[src/rtl/dma_rd_resp_router_pkg.sv]
// rtl/dma_rd_resp_router_pkg.sv - shared DMA channel types and constants
package dma_rd_resp_router_pkg;

  localparam int NUM_CH = 4;

  typedef logic [1:0] ch_idx_t;

  localparam ch_idx_t CH_A = 2'd0;
  localparam ch_idx_t CH_B = 2'd1;
  localparam ch_idx_t CH_C = 2'd2;
  localparam ch_idx_t CH_D = 2'd3;

  function automatic logic [NUM_CH-1:0] ch_onehot(input ch_idx_t ch);
    ch_onehot = '0;
    ch_onehot[ch] = 1'b1;
  endfunction

endpackage

[src/rtl/dma_rd_resp_router_if.sv]
// rtl/dma_rd_resp_router_if.sv - tag push, shared R channel and per-channel read-data bundle
interface dma_rd_resp_router_if #(
  parameter int DW = 32
) ();
  import dma_rd_resp_router_pkg::*;

  logic              push_valid;
  ch_idx_t           push_ch;
  logic              push_ready;

  logic              s_rvalid;
  logic              s_rready;
  logic [DW-1:0]     s_rdata;
  logic [1:0]        s_rresp;
  logic              s_rlast;

  logic [NUM_CH-1:0] m_rvalid;
  logic [NUM_CH-1:0] m_rready;
  logic [DW-1:0]     m_rdata;
  logic [1:0]        m_rresp;
  logic              m_rlast;

  modport master (
    output push_valid, push_ch, s_rvalid, s_rdata, s_rresp, s_rlast, m_rready,
    input  push_ready, s_rready, m_rvalid, m_rdata, m_rresp, m_rlast
  );

  modport slave (
    input  push_valid, push_ch, s_rvalid, s_rdata, s_rresp, s_rlast, m_rready,
    output push_ready, s_rready, m_rvalid, m_rdata, m_rresp, m_rlast
  );

endinterface

[src/rtl/dma_tag_fifo.sv]
// rtl/dma_tag_fifo.sv - in-order tag FIFO with wrap-bit pointers
module dma_tag_fifo #(
  parameter int W     = 2,
  parameter int DEPTH = 4
) (
  input  logic                   clk,
  input  logic                   rst_n,
  input  logic                   push,
  input  logic [W-1:0]           din,
  input  logic                   pop,
  output logic [W-1:0]           head,
  output logic                   full,
  output logic                   empty,
  output logic [$clog2(DEPTH):0] count
);

  localparam int AW = $clog2(DEPTH);

  logic [W-1:0] mem [DEPTH];
  logic [AW:0]  wr_ptr;
  logic [AW:0]  rd_ptr;
  logic         wr_en;
  logic         rd_en;

  assign empty = (wr_ptr == rd_ptr);
  assign full  = (wr_ptr[AW] != rd_ptr[AW]) && (wr_ptr[AW-1:0] == rd_ptr[AW-1:0]);
  assign count = wr_ptr - rd_ptr;
  assign head  = mem[rd_ptr[AW-1:0]];

  assign wr_en = push && !full;
  assign rd_en = pop && !empty;

  always_ff @(posedge clk or negedge rst_n) begin
    if (!rst_n) begin
      wr_ptr <= '0;
      rd_ptr <= '0;
    end else begin
      if (wr_en) wr_ptr <= wr_ptr + 1'b1;
      if (rd_en) rd_ptr <= rd_ptr + 1'b1;
    end
  end

  // Storage needs no reset: entries are only read once the pointers say they are valid.
  always_ff @(posedge clk) begin
    if (wr_en) mem[wr_ptr[AW-1:0]] <= din;
  end

endmodule

[src/rtl/dma_rd_resp_router.sv]
// rtl/dma_rd_resp_router.sv - steers AXI R beats to the channel that owns the oldest outstanding burst
module dma_rd_resp_router
  import dma_rd_resp_router_pkg::*;
#(
  parameter int DW    = 32,
  parameter int DEPTH = 4
) (
  input  logic                   clk,
  input  logic                   rst_n,
  dma_rd_resp_router_if.slave    bus,
  output logic [$clog2(DEPTH):0] outstanding,
  output logic                   err_orphan
);

  logic              full;
  logic              empty;
  ch_idx_t           head;
  logic              push;
  logic              pop;
  logic              accept;
  logic              orphan;
  logic              drain;
  logic              ov;
  logic              ovd;

  logic [NUM_CH-1:0] vld_q;
  ch_idx_t           och_q;
  logic [DW-1:0]     data_q;
  logic [1:0]        resp_q;
  logic              last_q;
  logic              err_q;

  assign push = bus.push_valid && !full;
  assign pop  = accept && bus.s_rlast;

  dma_tag_fifo #(
    .W     (2),
    .DEPTH (DEPTH)
  ) u_tag_fifo (
    .clk   (clk),
    .rst_n (rst_n),
    .push  (push),
    .din   (bus.push_ch),
    .pop   (pop),
    .head  (head),
    .full  (full),
    .empty (empty),
    .count (outstanding)
  );

  assign ov     = |vld_q;
  assign drain  = ov && bus.m_rready[och_q];
  assign ovd    = !ov || bus.m_rready[och_q];
  assign accept = bus.s_rvalid && !empty && ovd;
  // A beat with no owner is swallowed, unless a tag is landing this cycle and can claim it next cycle.
  assign orphan = bus.s_rvalid && empty && !bus.push_valid;

  always_comb begin
    bus.s_rready = 1'b0;
    if (empty) bus.s_rready = orphan;
    else       bus.s_rready = ovd;
  end

  always_ff @(posedge clk or negedge rst_n) begin
    if (!rst_n) begin
      vld_q  <= '0;
      och_q  <= CH_A;
      data_q <= '0;
      resp_q <= '0;
      last_q <= 1'b0;
      err_q  <= 1'b0;
    end else begin
      if (accept) begin
        vld_q  <= ch_onehot(head);
        och_q  <= head;
        data_q <= bus.s_rdata;
        resp_q <= bus.s_rresp;
        last_q <= bus.s_rlast;
      end else if (drain) begin
        vld_q  <= '0;
      end
      if (orphan) err_q <= 1'b1;
    end
  end

  assign bus.m_rvalid   = vld_q;
  assign bus.m_rdata    = data_q;
  assign bus.m_rresp    = resp_q;
  assign bus.m_rlast    = last_q;
  assign bus.push_ready = !full;
  assign err_orphan     = err_q;

endmodule

[src/flat_wrapper.sv]
// flat-port wrapper written by rule: the top's interface ports become plain ports
module dma_rd_resp_router_flat import dma_rd_resp_router_pkg::*;
#(
  parameter int DW    = 32,
  parameter int DEPTH = 4
)
  (clk, rst_n, outstanding, err_orphan, bus_push_valid, bus_push_ch, bus_s_rvalid, bus_s_rdata, bus_s_rresp, bus_s_rlast, bus_m_rready, bus_push_ready, bus_s_rready, bus_m_rvalid, bus_m_rdata, bus_m_rresp, bus_m_rlast);
  dma_rd_resp_router_if #(.DW(DW)) bus_i ();
  input  logic clk;
  input  logic rst_n;
  output logic [$clog2(DEPTH):0] outstanding;
  output logic err_orphan;
  input wire logic [$bits(bus_i.push_valid)-1:0] bus_push_valid;
  input wire logic [$bits(bus_i.push_ch)-1:0] bus_push_ch;
  input wire logic [$bits(bus_i.s_rvalid)-1:0] bus_s_rvalid;
  input wire logic [$bits(bus_i.s_rdata)-1:0] bus_s_rdata;
  input wire logic [$bits(bus_i.s_rresp)-1:0] bus_s_rresp;
  input wire logic [$bits(bus_i.s_rlast)-1:0] bus_s_rlast;
  input wire logic [$bits(bus_i.m_rready)-1:0] bus_m_rready;
  output wire logic [$bits(bus_i.push_ready)-1:0] bus_push_ready;
  output wire logic [$bits(bus_i.s_rready)-1:0] bus_s_rready;
  output wire logic [$bits(bus_i.m_rvalid)-1:0] bus_m_rvalid;
  output wire logic [$bits(bus_i.m_rdata)-1:0] bus_m_rdata;
  output wire logic [$bits(bus_i.m_rresp)-1:0] bus_m_rresp;
  output wire logic [$bits(bus_i.m_rlast)-1:0] bus_m_rlast;
  assign bus_i.push_valid = bus_push_valid;
  assign bus_i.push_ch = bus_push_ch;
  assign bus_i.s_rvalid = bus_s_rvalid;
  assign bus_i.s_rdata = bus_s_rdata;
  assign bus_i.s_rresp = bus_s_rresp;
  assign bus_i.s_rlast = bus_s_rlast;
  assign bus_i.m_rready = bus_m_rready;
  assign bus_push_ready = bus_i.push_ready;
  assign bus_s_rready = bus_i.s_rready;
  assign bus_m_rvalid = bus_i.m_rvalid;
  assign bus_m_rdata = bus_i.m_rdata;
  assign bus_m_rresp = bus_i.m_rresp;
  assign bus_m_rlast = bus_i.m_rlast;
  dma_rd_resp_router #(.DW(DW), .DEPTH(DEPTH)) u_core (.clk(clk), .rst_n(rst_n), .bus(bus_i), .outstanding(outstanding), .err_orphan(err_orphan));
endmodule
[config.mk]
export PLATFORM = sky130hd
export DESIGN_NAME = dma_rd_resp_router_flat
export DESIGN_NICKNAME = d
export VERILOG_FILES = /design/src/rtl/dma_rd_resp_router_pkg.sv /design/src/rtl/dma_rd_resp_router_if.sv /design/src/rtl/dma_tag_fifo.sv /design/src/rtl/dma_rd_resp_router.sv /design/src/flat_wrapper.sv
export SDC_FILE = /design/constraint.sdc
export NUM_CORES = 1
export LEC_CHECK = 0
export ABC_AREA = 0
export BUFFER_PORTS_ARGS = -buffer_cell sky130_fd_sc_hd__buf_2
export CAP_MARGIN = 30
export CORE_ASPECT_RATIO = 1.1
export CORE_MARGIN = 2
export CORE_UTILIZATION = 44
export DETAILED_ROUTE_END_ITERATION = 10
export GPL_ROUTABILITY_DRIVEN = 0
export PLACE_DENSITY = 0.74
export SYNTH_ARGS = -nofsm -noshare
export SYNTH_HDL_FRONTEND = slang
export SYNTH_HIERARCHICAL = 1
export SYNTH_SLANG_ARGS = --single-unit
export TNS_END_PERCENT = 30
[constraint.sdc]
create_clock -name clk -period 2.1 [get_ports clk]
set_input_delay 0.21 -clock clk [delete_from_list [all_inputs] [get_ports clk]]
set_output_delay 0.21 -clock clk [all_outputs]
set_load 0.005 [all_outputs]
==> run_results.csv, run 1 <==
group,metric,value,unit
routing,vias,1606,
pwr,power.leakage,1.49,nW
setup_path,path_class,"flip-flop to flip-flop",
final_layout,antenna_cells,0,
timing,rsz0062_at_grt,"no",
global_route,first_global_vias,1545,
yosys,ys_warn_count,6,
routing,drc,0,
timing,period_needed,1.99,ns
clock_network,cts_tree,"yes",
pwr,p_clk_share,12.7,%
setup_path,timing.rr.end,"u_core/bus.m_rdata[27]$_DFFE_PN0P_",
global_route,met2_usage,25.2,%
global_route,grt_usage,14.6,%
floorplanning,rows,28,
routing,ant_nets,0,
clock_network,post_cts_buffers,0,
floorplanning,die_area,6110,um2
final_layout,regArea,1440,um2
routing,drt_iter0_drc,37,
timing,worst_slew_pin_slew,0.679,ns
timing,slew_headroom,54.7,%
timing,fmax,502,MHz
floorplanning,ioPinCount,90,
timing,setup_viol,0,
global_route,use_met3,4.05,%
floorplanning,core,5360,um2
routing,first_pass_iters,4,
global_route,antenna_found_initial,0,
clock_network,clockRootBuffer,"clkbuf_8",
setup_path,r2r_start,"u_core/u_tag_fifo/wr_ptr[0]$_DFFE_PN0P_",
timing,hold_viol,0,
setup_path,start_kind,"flip-flop",
hold_path,hold_end,"u_core/bus.m_rdata[4]$_DFFE_PN0P_",
timing,min_period_over_period,94.9,%
global_route,grtUsageMet1,17.9,%
flow_run,maxCapViolations,0,
pwr,p_switching,1.64,mW
outcome,status,"complete, no violations",
hold_path,whs_path_depth,2,
final_layout,nNetsFinal,313,
yosys,synth_cell_types,27,
timing,skew,0.00662,ns
setup_path,reg2reg_depth,8,
pwr,pwr-share-seq,39.1,%
yosys,seq_area_frac_synth,59.6,%
yosys,ys_ff_latch,56,
yosys,synthCells,159,
routing,wire_per_inst,13.4,um
global_route,grt-busiest-layer,"met2",
routing,viasPerCell,4.79,
setup_path,worst_setup_path_end_kind,"flip-flop",
final_layout,area_growth,28.0,%
routing,drt_wl_total,4480,um
yosys,synth_ff_type,"dfrtp_1",
yosys,syn_avg_cell_area,15.2,um2
yosys,synthArstFlopShare,85.7,%
floorplanning,die_h,81.8,um
hold_path,hp-class,"primary input to flip-flop",
pwr,power_density,1540,nW/um2
place,hpwl,3480,um
final_layout,multi_input_area,896,um2
pwr,switching_share,34.3,%
place,dp_slack,0.105,ns
setup_path,crit_arrival,2.17,ns
hold_path,hold_start,"bus_s_rdata[4]",
yosys,synth_nets,212,
setup_path,reg2reg_slack,0.11,ns
final_layout,drive_above_1_share,45.0,%
setup_path,critPathMaxFanout,41,
final_layout,layout_common_cells,"buf_2 (89), dfrtp_1 (48), mux2_1 (37)",
timing,slew_viol_final,0,
clock_network,cts_sinks,56,
timing,totalNegativeSetupSlack,0,ns
pwr,power.internal,3.13,mW
floorplanning,die_w,74.7,um
timing,setup_slack,0.108,ns
final_layout,final_common_cell,"buf_2",
setup_path,crit_required,2.27,ns
clock_network,numCtsBuffers,5,
pwr,peakVddDrop,922,uV
final_layout,fill_cells,466,
pwr,p_comb_share,48.2,%
global_route,gr-total-overflow,0,
clock_network,ctsHtreeMaxLevel,2,
global_route,grt_max_degree,42,
global_route,grt_pass1_wl,6820,um
clock_network,clock_latency,0.29,ns
clock_network,clk_pin_slew,0.09,ns
yosys,netlist_area,2420,um2
place,io_buffers,89,
clock_network,cts_max_path_buffers,2,
floorplanning,initial_core_util,45.1,%
yosys,synth-edff-count,8,
## how the worst max path moves through the flow
stage / startpoint / endpoint / slack, ns / depth (start not counted)
6_report: u_core/u_tag_fifo/wr_ptr[0]$_DFFE_PN0P_ / u_core/bus.m_rdata[27]$_DFFE_PN0P_ / 0.11 / 8
3_5_place_dp: u_core/u_tag_fifo/wr_ptr[0]$_DFFE_PN0P_ / u_core/bus.m_rdata[21]$_DFFE_PN0P_ / 0.11 / 8
5_1_grt: u_core/u_tag_fifo/wr_ptr[0]$_DFFE_PN0P_ / u_core/bus.m_rdata[21]$_DFFE_PN0P_ / 0.02 / 8
2_1_floorplan: u_core/u_tag_fifo/wr_ptr[0]$_DFFE_PN0P_ / u_core/u_tag_fifo/rd_ptr[1]$_DFFE_PN0P_ / 0.0005 / 10
4_1_cts: u_core/u_tag_fifo/wr_ptr[0]$_DFFE_PN0P_ / u_core/u_tag_fifo/rd_ptr[1]$_DFFE_PN0P_ / 0.1 / 9
3_3_place_gp: u_core/u_tag_fifo/rd_ptr[1]$_DFFE_PN0P_ / u_core/bus.m_rdata[23]$_DFFE_PN0P_ / 0.19 / 8
## metal layers
| layer | vias to the layer above | part of all wire (%) |
|---|---|---|
| li1 | 759 | - |
| met1 | 786 | 43 |
| met2 | 59 | 50 |
| met3 | 2 | 7.0 |
| met4 | 0 | 0.27 |
| met5 | - | 0 |
## kinds of logic (layout without fill, tap and decap cells)
group	count (synthesis)	count (layout)	share of synthesized area [%]
AO/OA/AOI/OAI	10	10	3.47
XOR/XNOR	4	4	1.76
adder cells (fa/ha/maj)	8	8	4.45
buffers and inverters	15	116	3.57
flip-flops	56	56	59.6
multiplexers	44	44	22.1
AND/OR/NAND/NOR	22	22	5.02
## repair_timing
action	4_1_cts	5_1_grt
hold endpoints to repair	31	0
setup endpoints to repair	0	5
hold buffers	1	0
resized for setup	0	1
## power groups by stage
stage	sequential, mW	combinational [mW]	clock [mW]
after floorplan	1.95	1.38	0
after global placement	1.87	2.26	0
after detailed placement	1.89	2.32	0
after CTS	1.87	2.33	0.631
after global routing	1.93	2.57	0.669
final	1.87	2.30	0.606
## flip-flops by register name, summed over array words and instances, names as in the netlist
signal	cells
u_core/u_tag_fifo/rd_ptr	3
u_core/och_q	2
u_core/u_tag_fifo/mem	8
u_core/bus.m_rdata	32
u_core/bus.m_rvalid	4
u_core/err_orphan	1
u_core/bus.m_rresp	2
u_core/u_tag_fifo/wr_ptr	3
u_core/bus.m_rlast	1
## critical path, cell delays in order, from the launching register on
cell,delay [ns]
dfrtp_1,0.36
inv_1,0.08
ha_1,0.35
nand2_2,0.15
nor2_2,0.06
nor2b_1,0.20
o21ai_4,0.10
buf_12,0.20
mux2_1,0.34
## Yosys cell counts, types with 2 or more instances
master     count  area (um2)
buf_6          4        45.0
nand2b_1       4        25.0
o21ai_0        3        15.0
mux4_2         3        67.6
nor2_1         3        11.3
xnor2_1        3        26.3
ha_1           7        87.6
edfxtp_1       8         240
inv_1         11        41.3
dfrtp_1       48        1200
nor2b_1        2        12.5
and3_1         4        25.0
nand2_1        6        22.5
mux2_1        37         417
mux2_4         2        30.0
o2bb2ai_1      3        26.3
## final cells by class
type,instances,area share (%)
repair buffers,98,17.1
multi-input cells,88,28.9
inverters,11,1.33
clock buffers,7,3.11
well taps,75,3.03
flip-flops and latches,56,46.5
## metrics by stage
step | hold slack, ns | instance area [um2] | power [mW] | utilization (%) | cells
2_1_floorplan | -0.0856 | 2420 | 3.33 | - | 159
3_3_place_gp | 0.285 | 2990 | 4.13 | 55.7 | 327
3_5_place_dp | 0.287 | 2990 | 4.21 | 55.7 | 327
4_1_cts | 0.105 | 3090 | 4.83 | 57.7 | 335
5_1_grt | 0.108 | 3100 | 5.17 | 57.8 | 335
6_report | 0.118 | 3100 | 4.77 | 57.8 | 335
No activity file was read; power rests on OpenSTA's default activity.
==> run 2: changes to the inputs <==
PLACE_DENSITY = 0.84   (was 0.74)
==> run 2 against run 1 <==
Against the previous run:
- global-route usage up 0.85 points
- die area is the same
- clock power grew 14%
- final area rose by 1.3%
- combinational power is 3% higher
- largest power group unchanged
- critical path type unchanged
==> run_results.csv, run 2 (same netlist as run 1, synthesis figures left out) <==
group,metric,value,unit
outcome,status,"complete, no violations",
floorplanning,die_h,81.8,um
final_layout,largest_reg_flops,32,
timing,setup_viol,0,
routing,wire_per_inst,13.3,um
timing,hold_viol,0,
routing,drt_wl_total,4520,um
floorplanning,die_area,6110,um2
pwr,totalPowerFinal,4.92,mW
pwr,power.leakage,1.52,nW
timing,rsz0062_at_grt,"no",
final_layout,area_growth,29.6,%
clock_network,cts_sinks,56,
place,dp.cells,331,
setup_path,critPathCapture,"u_core/u_tag_fifo/rd_ptr[1]$_DFFE_PN0P_",
final_layout,fill_cells,456,
routing,drt_iter0_drc,45,
routing,first_pass_iters,4,
global_route,grt_usage,15.4,%
global_route,gr-total-overflow,0,
clock_network,clk_pin_slew,0.10,ns
clock_network,numCtsBuffers,5,
final_layout,nNetsFinal,317,
routing,drc,0,
clock_network,cts_tree,"yes",
routing,vias,1572,
setup_path,worst_setup_path_end_kind,"flip-flop",
final_layout,fin_area,3140,um2
setup_path,crit_start,"u_core/u_tag_fifo/wr_ptr[0]$_DFFE_PN0P_",
global_route,antenna_found_initial,0,
pwr,power_density,1570,nW/um2
setup_path,path_class,"flip-flop to flip-flop",
clock_network,post_cts_buffers,0,
setup_path,start_kind,"flip-flop",
timing,slew_headroom,54.6,%
setup_path,reg2reg_slack,0.12,ns
setup_path,crit_required,2.31,ns
timing,slew_viol_final,0,
timing,period_needed,1.98,ns
clock_network,cts_max_path_buffers,2,
floorplanning,ioPinCount,90,
clock_network,clock_latency,0.31,ns
flow_run,maxCapViolations,0,
hold_path,hp-class,"primary input to flip-flop",
setup_path,timing.rr.end,"u_core/u_tag_fifo/rd_ptr[1]$_DFFE_PN0P_",
floorplanning,core,5360,um2
global_route,first_global_vias,1548,
floorplanning,die_w,74.7,um
place,io_buffers,89,
timing,worst_slew_pin_slew,0.680,ns
final_layout,drive_above_1_share,45.3,%
timing,fmax,505,MHz
global_route,grt_max_degree,33,
floorplanning,rows,28,
timing,min_period_over_period,94.4,%
setup_path,crit_arrival,2.19,ns
final_layout,final_common_cell,"buf_2",
global_route,grt_pass1_wl,7010,um
setup_path,critPathMaxFanout,6,
routing,viasPerCell,4.62,
timing,skew,0.0135,ns
routing,ant_nets,0,
final_layout,instances_no_fill,340,
setup_path,r2r_start,"u_core/u_tag_fifo/wr_ptr[0]$_DFFE_PN0P_",
setup_path,reg2reg_depth,9,
floorplanning,initial_core_util,45.1,%
place,hpwl,3530,um
place,dpl_cell_area,3010,um2
final_layout,antenna_cells,0,
clock_network,clockRootBuffer,"clkbuf_8",
clock_network,ctsHtreeMaxLevel,2,
final_layout,layout_common_cells,"buf_2 (89), dfrtp_1 (48), mux2_1 (37)",
pwr,peakVddDrop,1080,uV
## run 2: cell count changes in the layout (fill, tap and decap cells not counted), sizes merged
cell,before,now
bufinv,0,1
clkinv,0,1
clkbuf,7,6
buf,97,101
## run 2: critical path: stages, from the launching register on
cell     delay, ns
dfrtp_1       0.35
inv_1         0.08
ha_1          0.36
nand2_2       0.10
nor2_1        0.06
nor2b_1       0.22
o21ai_4       0.13
nor2_1        0.18
o21ai_2       0.10
mux2_4        0.31
## run 2: layout make-up
type,instances,area [um2],area share [%]
clock inverters,2,35.0,1.12
well taps,75,93.8,2.99
clock buffers,6,72.6,2.31
repair buffers,102,558,17.8
inverters,11,41.3,1.32
multi-input cells,88,893,28.5
flip-flops and latches,56,1440,46.0
## run 2: timing repair
action,CTS,global route
endpoints found under the hold margin,29,0
setup endpoints to repair,31,31
resized for setup,1,2
hold buffers,1,0
## run 2: how the worst min path moves through the flow
stage	slack, ns	end	depth (start not counted)	from
finish	0.1	u_core/bus.m_rdata[12]$_DFFE_PN0P_	2	bus_s_rdata[12]
global placement	0.29	u_core/u_tag_fifo/wr_ptr[2]$_DFFE_PN0P_	1	rst_n
detailed placement	0.30	u_core/u_tag_fifo/wr_ptr[2]$_DFFE_PN0P_	1	rst_n
global route	0.09	u_core/bus.m_rdata[16]$_DFFE_PN0P_	2	bus_s_rdata[16]
CTS	0.09	u_core/bus.m_rdata[12]$_DFFE_PN0P_	2	bus_s_rdata[12]
floorplan	-0.09	u_core/bus.m_rdata[0]$_DFFE_PN0P_	0	rst_n
## run 2: metal layers
metal	share of wire, %	routed length (um)	track usage (%)	vias up
met4	1.5	70	5.36	0
met3	6.6	296	3.93	5
met1	43	1940	18.4	742
met5	0	0	0	-
met2	49	2210	26.8	62
li1	-	-	-	763
## run 2: power breakdown
part,internal (mW),leakage [nW],switching [mW],total (mW)
registers,1.62,0.640,0.253,1.87
logic,1.27,0.821,1.09,2.36
clock network,0.354,0.0552,0.337,0.692
total,3.24,1.52,1.68,4.92
## run 2: stage by stage
stage | setup TNS (ns) | setup WS (ns) | hold slack (ns) | utilization, %
after floorplan | 0 | 0.000514 | -0.0856 | -
after global placement | 0 | 0.0544 | 0.294 | 56.1
after detailed placement | -0.687 | -0.0408 | 0.298 | 56.1
after CTS | 0 | 0.0382 | 0.0894 | 58.3
after global routing | 0 | 0.00953 | 0.0911 | 58.5
final | 0 | 0.118 | 0.0975 | 58.5
